[config.mk]
export PLATFORM = sky130hd
export DESIGN_NAME = pong_graph
export DESIGN_NICKNAME = d
export VERILOG_FILES = /design/src/rtl/pong_graph_pkg.sv /design/src/rtl/pong_refresh_tick.sv /design/src/rtl/pong_graph.sv
export SDC_FILE = /design/constraint.sdc
export NUM_CORES = 1
export LEC_CHECK = 0
export BUFFER_PORTS_ARGS = -buffer_cell sky130_fd_sc_hd__buf_2
export CAP_MARGIN = 20
export CORE_ASPECT_RATIO = 1.25
export CORE_MARGIN = 2
export CORE_UTILIZATION = 30
export CTS_CLUSTER_SIZE = 24
export DETAILED_ROUTE_END_ITERATION = 16
export GPL_ROUTABILITY_DRIVEN = 0
export PLACE_DENSITY = 0.54
export SETUP_SLACK_MARGIN = 0.05
export SKIP_LAST_GASP = 1
export SLEW_MARGIN = 10
export SYNTH_ARGS = -nofsm -noshare
export SYNTH_HDL_FRONTEND = slang
export SYNTH_SLANG_ARGS = --single-unit
[constraint.sdc]
create_clock -name clk -period 10.49 [get_ports clk]
set_input_delay 0.5245 -clock clk [delete_from_list [all_inputs] [get_ports clk]]
set_output_delay 0.5245 -clock clk [all_outputs]
set_load 0.02 [all_outputs]
[src/rtl/pong_graph_pkg.sv]
// rtl/pong_graph_pkg.sv - game geometry, colours and FSM encoding for the Pong pixel generator
package pong_graph_pkg;
    localparam int BALL_SIZE   = 8;
    localparam int BALL_V      = 2;
    localparam int PAD_H       = 72;
    localparam int PAD_V       = 4;
    localparam int SCREEN_W    = 640;
    localparam int SCREEN_H    = 480;
    localparam int MISS_FRAMES = 60;

    // Draw and miss compares use 11 bits so right/bottom edges never wrap
    localparam logic [10:0] X_MAX    = 11'(SCREEN_W - 1);
    localparam logic [10:0] BALL_EXT = 11'(BALL_SIZE - 1);
    localparam logic [10:0] PAD_EXT  = 11'(PAD_H - 1);
    localparam logic [10:0] WALL_XL  = 11'd32;
    localparam logic [10:0] WALL_XR  = 11'd35;
    localparam logic [10:0] PAD_XL   = 11'd600;
    localparam logic [10:0] PAD_XR   = 11'd603;

    localparam logic [9:0] TICK_ROW  = 10'd481;
    localparam logic [9:0] V_BALL    = 10'(BALL_V);
    localparam logic [9:0] V_PAD     = 10'(PAD_V);
    localparam logic [9:0] Y_EXT     = 10'(BALL_SIZE - 1);
    localparam logic [9:0] TOP_LIM   = 10'd1;
    localparam logic [9:0] BOT_LIM   = 10'(SCREEN_H - 2);
    localparam logic [9:0] PAD_Y_MAX = 10'(SCREEN_H - PAD_H);
    localparam logic [9:0] BALL_X0   = 10'd316;
    localparam logic [9:0] BALL_Y0   = 10'd236;
    localparam logic [9:0] PAD_Y0    = 10'd204;
    localparam logic [5:0] MISS_LAST = 6'(MISS_FRAMES - 1);

    localparam logic [11:0] RGB_OFF  = 12'h000;
    localparam logic [11:0] RGB_BALL = 12'hF00;
    localparam logic [11:0] RGB_PAD  = 12'h0F0;
    localparam logic [11:0] RGB_WALL = 12'h00F;
    localparam logic [11:0] RGB_BG   = 12'hFFF;

    typedef enum logic [1:0] {
        ST_IDLE = 2'd0,
        ST_PLAY = 2'd1,
        ST_MISS = 2'd2
    } state_t;

    function automatic logic in_span(input logic [10:0] v, input logic [10:0] lo,
                                     input logic [10:0] hi);
        return (v >= lo) && (v <= hi);
    endfunction
endpackage

[src/rtl/pong_refresh_tick.sv]
// rtl/pong_refresh_tick.sv - one-clock frame tick on entry to scan position (0,481)
module pong_refresh_tick
    import pong_graph_pkg::*;
(
    input  logic       clk_i,
    input  logic       rst_ni,
    input  logic [9:0] pixel_x_i,
    input  logic [9:0] pixel_y_i,
    output logic       frame_tick_o
);
    logic at_tick_d;
    logic at_tick_q;
    logic at_tick_prev_q;

    assign at_tick_d = (pixel_x_i == 10'd0) && (pixel_y_i == TICK_ROW);

    always_ff @(posedge clk_i or negedge rst_ni) begin
        if (!rst_ni) begin
            at_tick_q      <= 1'b0;
            at_tick_prev_q <= 1'b0;
        end else begin
            at_tick_q      <= at_tick_d;
            at_tick_prev_q <= at_tick_q;
        end
    end

    // Pixel is held several clocks, so only the rising edge counts
    assign frame_tick_o = at_tick_q & ~at_tick_prev_q;
endmodule

[src/rtl/pong_graph.sv]
// rtl/pong_graph.sv - Pong game state (paddle, ball, FSM) and registered pixel colour
module pong_graph
    import pong_graph_pkg::*;
(
    input  logic        clk,
    input  logic        rst,
    input  logic [9:0]  pixel_x,
    input  logic [9:0]  pixel_y,
    input  logic        video_on,
    input  logic        btn_up,
    input  logic        btn_down,
    output logic [11:0] rgb,
    output logic        hit,
    output logic        miss,
    output logic [7:0]  hit_count
);
    logic        frame_tick;
    state_t      state_q, state_d;
    logic [9:0]  ball_x_q, ball_x_d, ball_y_q, ball_y_d, pad_y_q, pad_y_d;
    logic        dx_neg_q, dx_neg_d, dy_neg_q, dy_neg_d;
    logic [5:0]  miss_cnt_q, miss_cnt_d;
    logic [7:0]  hit_count_q, hit_count_d;
    logic        hit_q, hit_d, miss_q, miss_d;
    logic [11:0] rgb_q, rgb_d;

    pong_refresh_tick u_refresh_tick (
        .clk_i        (clk),
        .rst_ni       (rst),
        .pixel_x_i    (pixel_x),
        .pixel_y_i    (pixel_y),
        .frame_tick_o (frame_tick)
    );

    logic [10:0] px, py, bx, by, ball_r, ball_b, pad_t, pad_b;
    logic [9:0]  ball_b10;
    logic        pad_overlap;

    assign px     = {1'b0, pixel_x};
    assign py     = {1'b0, pixel_y};
    assign bx     = {1'b0, ball_x_q};
    assign by     = {1'b0, ball_y_q};
    assign ball_r = bx + BALL_EXT;
    assign ball_b = by + BALL_EXT;
    assign pad_t  = {1'b0, pad_y_q};
    assign pad_b  = pad_t + PAD_EXT;
    // Bottom test wraps in 10 bits so a ball that overshot the top (y=1022) bounces back
    assign ball_b10    = ball_y_q + Y_EXT;
    assign pad_overlap = (by <= pad_b) && (ball_b >= pad_t);

    always_comb begin
        state_d     = state_q;
        ball_x_d    = ball_x_q;
        ball_y_d    = ball_y_q;
        dx_neg_d    = dx_neg_q;
        dy_neg_d    = dy_neg_q;
        pad_y_d     = pad_y_q;
        miss_cnt_d  = miss_cnt_q;
        hit_count_d = hit_count_q;
        hit_d       = 1'b0;
        miss_d      = 1'b0;
        if (frame_tick) begin
            if (btn_up && !btn_down) begin
                pad_y_d = (pad_y_q >= V_PAD) ? pad_y_q - V_PAD : 10'd0;
            end else if (btn_down && !btn_up) begin
                pad_y_d = (pad_y_q > PAD_Y_MAX - V_PAD) ? PAD_Y_MAX : pad_y_q + V_PAD;
            end
            case (state_q)
                ST_IDLE: begin
                    if (btn_up || btn_down) begin
                        state_d     = ST_PLAY;
                        hit_count_d = 8'd0;
                    end
                end
                ST_PLAY: begin
                    if (ball_r > X_MAX) begin
                        state_d    = ST_MISS;
                        miss_d     = 1'b1;
                        miss_cnt_d = 6'd0;
                    end else begin
                        ball_x_d = dx_neg_q ? ball_x_q - V_BALL : ball_x_q + V_BALL;
                        ball_y_d = dy_neg_q ? ball_y_q - V_BALL : ball_y_q + V_BALL;
                        if (ball_y_q <= TOP_LIM) begin
                            dy_neg_d = 1'b0;
                        end else if (ball_b10 >= BOT_LIM) begin
                            dy_neg_d = 1'b1;
                        end
                        if (bx <= WALL_XR) begin
                            dx_neg_d = 1'b0;
                        end else if (!dx_neg_q && in_span(ball_r, PAD_XL, PAD_XR) && pad_overlap) begin
                            dx_neg_d = 1'b1;
                            hit_d    = 1'b1;
                            if (hit_count_q != 8'hFF) begin
                                hit_count_d = hit_count_q + 8'd1;
                            end
                        end
                    end
                end
                ST_MISS: begin
                    if (miss_cnt_q == MISS_LAST) begin
                        state_d    = ST_IDLE;
                        miss_cnt_d = 6'd0;
                        ball_x_d   = BALL_X0;
                        ball_y_d   = BALL_Y0;
                        dx_neg_d   = 1'b1;
                        dy_neg_d   = 1'b0;
                    end else begin
                        miss_cnt_d = miss_cnt_q + 6'd1;
                    end
                end
                default: state_d = ST_IDLE;
            endcase
        end
    end

    logic ball_on, pad_on, wall_on;
    assign ball_on = (state_q != ST_MISS) && in_span(px, bx, ball_r) && in_span(py, by, ball_b);
    assign pad_on  = in_span(px, PAD_XL, PAD_XR) && in_span(py, pad_t, pad_b);
    assign wall_on = in_span(px, WALL_XL, WALL_XR);

    always_comb begin
        rgb_d = RGB_OFF;
        if (video_on) begin
            if (ball_on)      rgb_d = RGB_BALL;
            else if (pad_on)  rgb_d = RGB_PAD;
            else if (wall_on) rgb_d = RGB_WALL;
            else              rgb_d = RGB_BG;
        end
    end

    always_ff @(posedge clk or negedge rst) begin
        if (!rst) begin
            state_q     <= ST_IDLE;
            ball_x_q    <= BALL_X0;
            ball_y_q    <= BALL_Y0;
            dx_neg_q    <= 1'b1;
            dy_neg_q    <= 1'b0;
            pad_y_q     <= PAD_Y0;
            miss_cnt_q  <= 6'd0;
            hit_count_q <= 8'd0;
            hit_q       <= 1'b0;
            miss_q      <= 1'b0;
            rgb_q       <= RGB_OFF;
        end else begin
            state_q     <= state_d;
            ball_x_q    <= ball_x_d;
            ball_y_q    <= ball_y_d;
            dx_neg_q    <= dx_neg_d;
            dy_neg_q    <= dy_neg_d;
            pad_y_q     <= pad_y_d;
            miss_cnt_q  <= miss_cnt_d;
            hit_count_q <= hit_count_d;
            hit_q       <= hit_d;
            miss_q      <= miss_d;
            rgb_q       <= rgb_d;
        end
    end

    assign rgb       = rgb_q;
    assign hit       = hit_q;
    assign miss      = miss_q;
    assign hit_count = hit_count_q;
endmodule
==> flow_summary.ini, run 1 <==
[synth]
async_flop_share_pct = 100
yosysTopAreaCellShare_pct = 21.1
yosysTopAreaCell = ha_1
synth_ff_type = dfrtp_1
synth_area_leaders = ha_1 21%, dfrtp_1 16%, dfstp_2 7.2%, xnor2_1 4.8%, o21ai_0 4.4%
netlist_area_mm2 = 0.00546
ys_seq_elements = 51
ys_seq_area_share_pct = 23.7
avgSynthCellArea_um2 = 8.49
synth_cell_type_count = 71
synth_edf_count = 0
synth.net_count = 762
ys_warn_count = 0
synth_cells = 643

[routing]
firstDrtPassIters = 4
drc = 0
num_vias = 4800
drt_iter0_drc = 278
via_per_inst = 5.34
wirelength_um = 15000
detail_route.wl_per_cell_um = 16.6
postRouteAntennaNets = 0

[cts]
root_buffer = clkbuf_16
clk_pin_slew_ns = 0.08
cts_buffer_depth = 2
numClockSinks = 51
htree_levels = 2
cts_setup_buffers = 0
numCtsBuffers = 5
clkLatencyLatePin_ns = 0.31
cts_resized = 0
cts_tree = built
cts_hold_buffers = 0

[grt]
grt_pass1_wl_um = 24700
antenna_found_initial = 0
grt_max_degree = 52
grt_remaining_overflow = 0
grt_pass1_vias = 4716
track_usage_pct = 15.8

[final_layout]
layout.nets = 789
seq_area_mm2 = 0.00129
num-fill-cells = 1867
n_antenna_cell = 0
multi_input_area_mm2 = 0.00382
final_common_cell = ha_1
syn2layout_area_growth_pct = 9.69
final_cell_mix = 92 x ha_1, 48 x inv_1, 48 x o21ai_0
drive_gt1_share_pct = 11.5

[timing]
setup_viol_count_final = 0
fin_worst_skew_ns = 0.0103
fin_crit_sh_pct = 38.6
fmax_mhz = 247
tightestPinTransition_ns = 0.787
rsz0062_at_grt = no
slew_violations = 0
tns_ns = 0
fin_crit_ns = 4.05
finalHoldViolations = 0
relSlewSlack_pct = 47.5

[floorplanning]
start_util_pct = 30.4
die_w_um = 125
row_count = 55
core_mm2 = 0.0180
dieArea_mm2 = 0.0193
die_h_um = 155
io_pins = 47

[setup_path]
crit_arrival_ns = 4.28
end_kind = flop
r2r_slack_ns = 6.44
critPathRequiredTime_ns = 10.72
path_max_fanout = 9
crit_type = flop to flop
startpoint_type = flop

[min_path]
hp-class = primary input to async pin

[run_status]
status = finished, final reports clean

[job]
cap_violations = 0

[power_and_ir_drop]
cellPowerDensity_mw_per_mm2 = 74.2
p_total_w = 0.000445
total_leakage_power_nw = 2.62
irDropWorstVdd_v = 0.0000518

[placement]
io_buffers = 46
dp_hpwl_um = 11700
-- per-layer routing --
metal	vias up	GRT usage, %	part of all wire, %
met5	-	0	0
met4	0	5.35	2.5
met3	20	1.31	2.1
met2	81	28.2	49
met1	2250	20.0	46
li1	2449	-	-
-- final timing paths --
path / start / to / depth (start not counted)
max reg2reg: pad_y_q[2] / dx_neg_q / 13
max in group asynchronous: rst / ball_y_q[1] / 2
min reg2reg: u_refresh_tick.at_tick_q / u_refresh_tick.at_tick_prev_q / 0
min in group clk: u_refresh_tick.at_tick_q / u_refresh_tick.at_tick_prev_q / 0
max: pad_y_q[2] / dx_neg_q / 13
min: rst / hit_count[3] / 2
-- area by class of cell --
| class | count | share of cell area [%] |
|---|---|---|
| multi-input cells | 517 | 63.9 |
| flip-flops and latches | 51 | 21.6 |
| well taps | 228 | 4.76 |
| repair buffers | 47 | 3.97 |
| inverters | 48 | 3.01 |
| clock buffers | 6 | 2.15 |
| clock inverters | 2 | 0.627 |
-- flip-flops by register name, summed over array words and instances, names as in the netlist --
register and count:
ball_x_q 9, rgb 3, ball_y_q 9, state_q 2, hit 1, u_refresh_tick.at_tick_prev_q 1, pad_y_q 8, hit_count 8
dx_neg_q 1, u_refresh_tick.at_tick_q 1, dy_neg_q 1, miss_cnt_q 6, miss 1
-- per-stage QoR --
| stage | utilization, % | worst slack [ns] | instances | area (um^2) | hold WS, ns |
|---|---|---|---|---|---|
| finish | 33.3 | 6.44 | 899 | 5990 | 0.356 |
| global route | 33.3 | 6.14 | 899 | 5990 | 0.413 |
| CTS | 33.3 | 6.44 | 899 | 5990 | 0.387 |
| detailed placement | 32.4 | 6.46 | 891 | 5820 | 0.378 |
| global placement | 32.4 | 6.53 | 891 | 5820 | 0.372 |
| floorplan | - | 7.08 | 643 | 5460 | 0.229 |
-- cells by family after synthesis --
family	synth area share, %
compound gates	22.9
xor+xnor	6.10
fa+ha+maj	22.0
buf+inv	6.23
flops	23.7
mux	0.573
simple gates	18.5
-- where the power goes --
part            total, W  internal (W)  leakage (nW)  switching [W]
Clock           0.000196      0.000113        0.0771      0.0000826
Sequential      0.000198      0.000198         0.636    0.000000607
Combinational  0.0000509     0.0000189          1.91      0.0000320
Total           0.000445      0.000329          2.62       0.000115
-- critical path, cell delays in order (launching register included) --
cell      delay [ns]
dfstp_2         0.60
inv_1           0.14
nor4_1          0.56
nor2_1          0.14
nor2_1          0.16
xnor2_1         0.16
ha_1            0.28
a2111o_1        0.38
a211oi_1        0.29
a22oi_1         0.15
a22oi_2         0.42
and2_1          0.38
o32ai_1         0.14
a22oi_1         0.17
-- cell usage after synthesis, types with 6 or more instances --
master / n
a211oi_1: 6
nand2_1: 40
nor2b_1: 7
nand4_1: 17
ha_1: 92
nand3_1: 23
a21o_1: 7
o22ai_1: 7
xnor2_1: 30
nand2b_1: 8
a2bb2oi_1: 7
buf_4: 12
o21ai_1: 8
and3_1: 7
nor2_1: 43
a31oi_1: 13
a21oi_1: 30
dfrtp_1: 36
nor4_1: 12
o21ai_0: 48
and2_1: 6
nor3_1: 17
inv_1: 48
xor2_1: 8
dfstp_2: 15
clkbuf_1: 8
No activity file was read; power rests on OpenSTA's default activity.
==> inputs of run 2 (changes only) <==
==> constraint.sdc (replaced) <==
create_clock -name clk -period 4.2 [get_ports clk]
set_input_delay 0.21 -clock clk [delete_from_list [all_inputs] [get_ports clk]]
set_output_delay 0.21 -clock clk [all_outputs]
set_load 0.02 [all_outputs]
==> run 2 against run 1 <==
Sequential share of layout area decreased by 0.063 points; combinational power increased by 150%; register-to-register slack got worse by 5.9 ns; worst setup slack got worse by 5.9 ns.
==> flow_summary.ini, run 2 (synthesis results as in run 1) <==
[run_status]
status = finished, final reports clean

[cts]
cts_buffer_depth = 2
clkLatencyLatePin_ns = 0.30
cts_setup_buffers = 0
numCtsBuffers = 5
numClockSinks = 51
clk_pin_slew_ns = 0.08
htree_levels = 2
root_buffer = clkbuf_16
cts_tree = built

[grt]
grt_pass1_vias = 4860
antenna_found_initial = 0
grt_remaining_overflow = 0
grt_pass1_wl_um = 24800
grt_max_degree = 52
track_usage_pct = 15.7

[floorplanning]
start_util_pct = 30.4
dieArea_mm2 = 0.0193
die_w_um = 125
io_pins = 47
core_mm2 = 0.0180
die_h_um = 155
row_count = 55

[timing]
fin_crit_sh_pct = 87.7
fmax_mhz = 271
finalHoldViolations = 0
tightestPinTransition_ns = 0.705
setup_viol_count_final = 0
rsz0062_at_grt = no
tns_ns = 0
slew_violations = 0
relSlewSlack_pct = 53.0
fin_crit_ns = 3.68
fin_worst_skew_ns = 0.00756

[setup_path]
crit_cells = 13
cpLargestDelayFamily = compound AO/OA/AOI/OAI gates
reg2reg_from = pad_y_q[2]
r2r_end = dx_neg_q
end_kind = flop
worstSetupEndpoint = dx_neg_q
slowest_stage = dfstp_2
worst-r2r-cell-count = 13
startpoint_type = flop
r2r_slack_ns = 0.52
crit_arrival_ns = 3.91
critPathRequiredTime_ns = 4.43
crit_type = flop to flop
critPathLaunch = pad_y_q[2]
critPathMaxStageDelay_ns = 0.59
cp.buffers_inverters = 1
path_max_fanout = 9
crit_chain = inv_1, nor4_2, nor2_1, nor2_1, xnor2_1, ha_1, a2111o_1, a211oi_1, a22oi_1, a22oi_2, and2_1, o32ai_1, a22oi_1

[placement]
dp_hpwl_um = 11800
io_buffers = 46
dp_cells = 894

[routing]
via_per_inst = 5.35
wirelength_um = 14900
postRouteAntennaNets = 0
drc = 0
detail_route.wl_per_cell_um = 16.5
drt_iter0_drc = 261
num_vias = 4826
firstDrtPassIters = 4

[final_layout]
final_cell_mix = 92 x ha_1, 48 x inv_1, 48 x o21ai_0
layout.nets = 792
syn2layout_area_growth_pct = 10.0
drive_gt1_share_pct = 12.2
largest_registers = ball_x_q (9), ball_y_q (9)
final_cells = 902
final_common_cell = ha_1
n_antenna_cell = 0

[power_and_ir_drop]
irDropWorstVdd_v = 0.000126
total_leakage_power_nw = 2.63
cellPowerDensity_mw_per_mm2 = 177

[job]
cap_violations = 0

[min_path]
hp-class = primary input to async pin
## run 2: cell count changes in the layout (fill, tap and decap cells not counted), sizes merged
cell,previous run,this run
buf,47,50
bufinv,1,0
clkinv,0,1
## run 2: how the worst min path moves through the flow
stage,startpoint,end,slack [ns],depth (start not counted)
2_1_floorplan,rst,ball_x_q[1],-0.09,0
3_3_place_gp,u_refresh_tick.at_tick_q,u_refresh_tick.at_tick_prev_q,0.38,0
3_5_place_dp,u_refresh_tick.at_tick_q,u_refresh_tick.at_tick_prev_q,0.38,0
4_1_cts,rst,hit_count[1],0.07,2
5_1_grt,rst,hit,0.10,2
6_report,rst,hit,0.04,2
## run 2: stage by stage
| step | worst slack [ns] | total power (W) | hold WS [ns] | area (um^2) | util, % |
|---|---|---|---|---|---|
| 2_1_floorplan | 0.792 | 0.000578 | -0.0856 | 5460 | - |
| 3_3_place_gp | 0.457 | 0.000632 | 0.378 | 5850 | 32.5 |
| 3_5_place_dp | 0.355 | 0.000632 | 0.380 | 5850 | 32.5 |
| 4_1_cts | 0.345 | 0.00108 | 0.0721 | 6000 | 33.4 |
| 5_1_grt | 0.0910 | 0.00112 | 0.100 | 6010 | 33.4 |
| 6_report | 0.516 | 0.00107 | 0.0406 | 6010 | 33.4 |
## run 2: power breakdown
group / internal, W / leakage (nW) / total [W] / switching [W]
registers: 0.000493 / 0.636 / 0.000495 / 0.00000164
logic: 0.0000473 / 1.93 / 0.000127 / 0.0000796
clock network: 0.000239 / 0.0731 / 0.000444 / 0.000204
total: 0.000780 / 2.63 / 0.00107 / 0.000286
## run 2: per-layer routing
metal  global-route usage [%]  vias up  part of all wire, %
met1                     19.7     2300                   47
li1                         -     2444                    -
met5                        0        -                    0
met4                     5.30        0                  1.7
met3                     1.35       14                  1.9
met2                     28.1       68                   50
## run 2: what timing repair did
item | 4_1_cts | 5_1_grt
endpoints found under the setup margin | 0 | 9
hold buffers | 0 | 0
resized for setup | 0 | 1
## run 2: layout make-up
class | instances | area [um^2]
fillers | 1875 | 12000
multi-input cells | 517 | 3830
flip-flops and latches | 51 | 1290
well taps | 228 | 285
repair buffers | 50 | 260
inverters | 48 | 180
clock buffers | 6 | 139
clock inverters | 2 | 16.3
==> inputs of run 3 (changes only) <==
--- a/config.mk
+++ b/config.mk
@@ -13,7 +13,7 @@
 export CTS_CLUSTER_SIZE = 24
 export DETAILED_ROUTE_END_ITERATION = 16
 export GPL_ROUTABILITY_DRIVEN = 0
-export PLACE_DENSITY = 0.54
+export PLACE_DENSITY = 0.55
 export SETUP_SLACK_MARGIN = 0.05
 export SKIP_LAST_GASP = 1
 export SLEW_MARGIN = 10
==> constraint.sdc (replaced) <==
create_clock -name clk -period 3.37 [get_ports clk]
set_input_delay 0.1685 -clock clk [delete_from_list [all_inputs] [get_ports clk]]
set_output_delay 0.1685 -clock clk [all_outputs]
set_load 0.02 [all_outputs]
==> run 3 against run 2 <==
Total power rose by 31%; largest cell class unchanged; sequential cell count did not move; clock-buffer cell count fell by 1; first-iteration DRC count rose by 18%; via count rose by 4.1%; register-to-register slack got worse by 0.39 ns; global-route usage rose by 0.28 points; die area did not move; sequential power rose by 25%; cell area rose by 5.5%; critical path depth rose by 1; non-clock buffer count rose by 31.
==> flow_summary.ini, run 3 (synthesis results as in run 1) <==
[final_layout]
drive_gt1_share_pct = 17.9
final_common_cell = ha_1
n_antenna_cell = 0
final_cell_mix = 90 x ha_1, 47 x inv_1, 46 x buf_2
multi_input_area_mm2 = 0.00390
seq_area_mm2 = 0.00129
largest_registers = ball_x_q (9), ball_y_q (9)
num-fill-cells = 1866
utilization_pct = 35.3
syn2layout_area_growth_pct = 16.0
layout.nets = 823

[routing]
postRouteAntennaNets = 0
firstDrtPassIters = 4
drt_iter0_drc = 308
wirelength_um = 15300
drc = 0
num_vias = 5022
detail_route.wl_per_cell_um = 16.4
via_per_inst = 5.38

[power_and_ir_drop]
power_frac_comb_pct = 11.7
pwr-share-clk_pct = 44.0
seqPwrFrac_pct = 44.3
sw_frac_of_total_pct = 25.9
total_leakage_power_nw = 2.81
power_switching_w = 0.000361
internal_power_w = 0.00103
cellPowerDensity_mw_per_mm2 = 220
irDropWorstVdd_v = 0.000190

[setup_path]
reg2reg_from = pad_y_q[2]
slowest_stage = dfstp_2
crit_type = flop to flop
crit_cells = 14
critPathRequiredTime_ns = 3.55
worst-r2r-cell-count = 14
startpoint_type = flop
end_kind = flop
path_max_fanout = 7
r2r_end = hit_count[0]
crit_arrival_ns = 3.42
worstSetupEndpoint = hit_count[0]
cp.buffers_inverters = 2
critPathLaunch = pad_y_q[2]
critPathMaxStageDelay_ns = 0.57
crit_chain = inv_2, nor4_4, nor2_2, nor2_1, xnor2_1, ha_1, a2111o_1, a211oi_2, a22oi_1, a22oi_2, buf_6, nand2_1, a21oi_2, mux2i_1
cpLargestDelayFamily = compound AO/OA/AOI/OAI gates
r2r_slack_ns = 0.12

[cts]
clk_pin_slew_ns = 0.07
clkLatencyLatePin_ns = 0.30
htree_levels = 2
numClockSinks = 51
numCtsBuffers = 5
root_buffer = clkbuf_16
cts_buffer_depth = 2
cts_tree = built

[floorplanning]
core_mm2 = 0.0180
dieArea_mm2 = 0.0193
row_count = 55
die_h_um = 155
start_util_pct = 30.4
io_pins = 47
die_w_um = 125

[timing]
fin_worst_skew_ns = 0.00867
setup_viol_count_final = 0
fmax_mhz = 308
fin_crit_sh_pct = 96.3
slew_violations = 0
rsz0062_at_grt = yes
holdWs_ns = 0.149
fin_crit_ns = 3.25
relSlewSlack_pct = 43.1
tightestPinTransition_ns = 0.854
finalHoldViolations = 0

[grt]
grt_remaining_overflow = 0
grt_max_degree = 34
grt_pass1_wl_um = 25000
antenna_found_initial = 0
grt_pass1_vias = 4886
track_usage_pct = 15.9

[placement]
io_buffers = 46
dp_hpwl_um = 12000

[min_path]
min_delay_path_depth = 3
hp-class = primary input to flop

[run_status]
status = finished, final reports clean

[job]
cap_violations = 0
-- run 3: cell types whose count changed in the layout (fill, tap and decap cells not counted), sizes merged --
cell / change
inv: +1
clkbuf: -1
buf: +30
dlygate4sd3: +1
bufinv: +1
clkinvlp: -1
-- run 3: worst min-delay path by stage --
| stage | start | endpoint |
|---|---|---|
| finish | video_on | rgb[10] |
| global route | video_on | rgb[10] |
| CTS | video_on | rgb[10] |
| detailed placement | rst | ball_y_q[1] |
| global placement | rst | ball_y_q[1] |
| floorplan | rst | ball_x_q[1] |
-- run 3: timing repair --
action	CTS	global route
setup endpoints to repair	8	13
endpoints found under the hold margin	1	0
hold buffers	1	0
gates resized for setup	2	23
pin swaps	1	9
buffers inserted	0	5
-- run 3: stage by stage --
stage / power (W) / area [um^2] / std cells / worst slack, ns / TNS, ns
2_1_floorplan: 0.000720 / 5470 / 643 / 0.108 / 0
3_3_place_gp: 0.000787 / 6040 / 919 / 0.0302 / 0
3_5_place_dp: 0.000789 / 6040 / 919 / -0.00529 / -0.00769
4_1_cts: 0.00141 / 6240 / 928 / 0.0538 / 0
5_1_grt: 0.00146 / 6340 / 933 / -0.0353 / -0.137
6_report: 0.00139 / 6340 / 933 / 0.125 / 0
-- run 3: per-layer routing --
metal	part of all wire [%]	vias to the layer above	track usage (%)
met4	1.7	0	4.28
li1	-	2517	-
met2	50	83	29.1
met5	0	-	0
met1	46	2407	20.1
met3	2.2	15	1.42
-- run 3: cell type report --
class	count	share of cell area [%]
clock buffer	5	1.97
timing repair buffer	81	7.94
tap	228	4.50
sequential	51	20.4
inverter	48	2.84
multi-input combinational	517	61.6
clock inverter	3	0.750
-- run 3: tightest hold or removal path: cells and delay by family --
family          cells  cell delay [ns]
buf+inv             2             0.16
compound gates      1             0.07
-- run 3: power by group through the flow --
| stage | clock network [W] | registers [W] | logic, W |
|---|---|---|---|
| after floorplan | 0 | 0.000632 | 0.0000889 |
| final | 0.000613 | 0.000617 | 0.000163 |
| after global placement | 0 | 0.000629 | 0.000159 |
| after detailed placement | 0 | 0.000629 | 0.000160 |
| after CTS | 0.000629 | 0.000617 | 0.000162 |
| after global routing | 0.000657 | 0.000618 | 0.000183 |
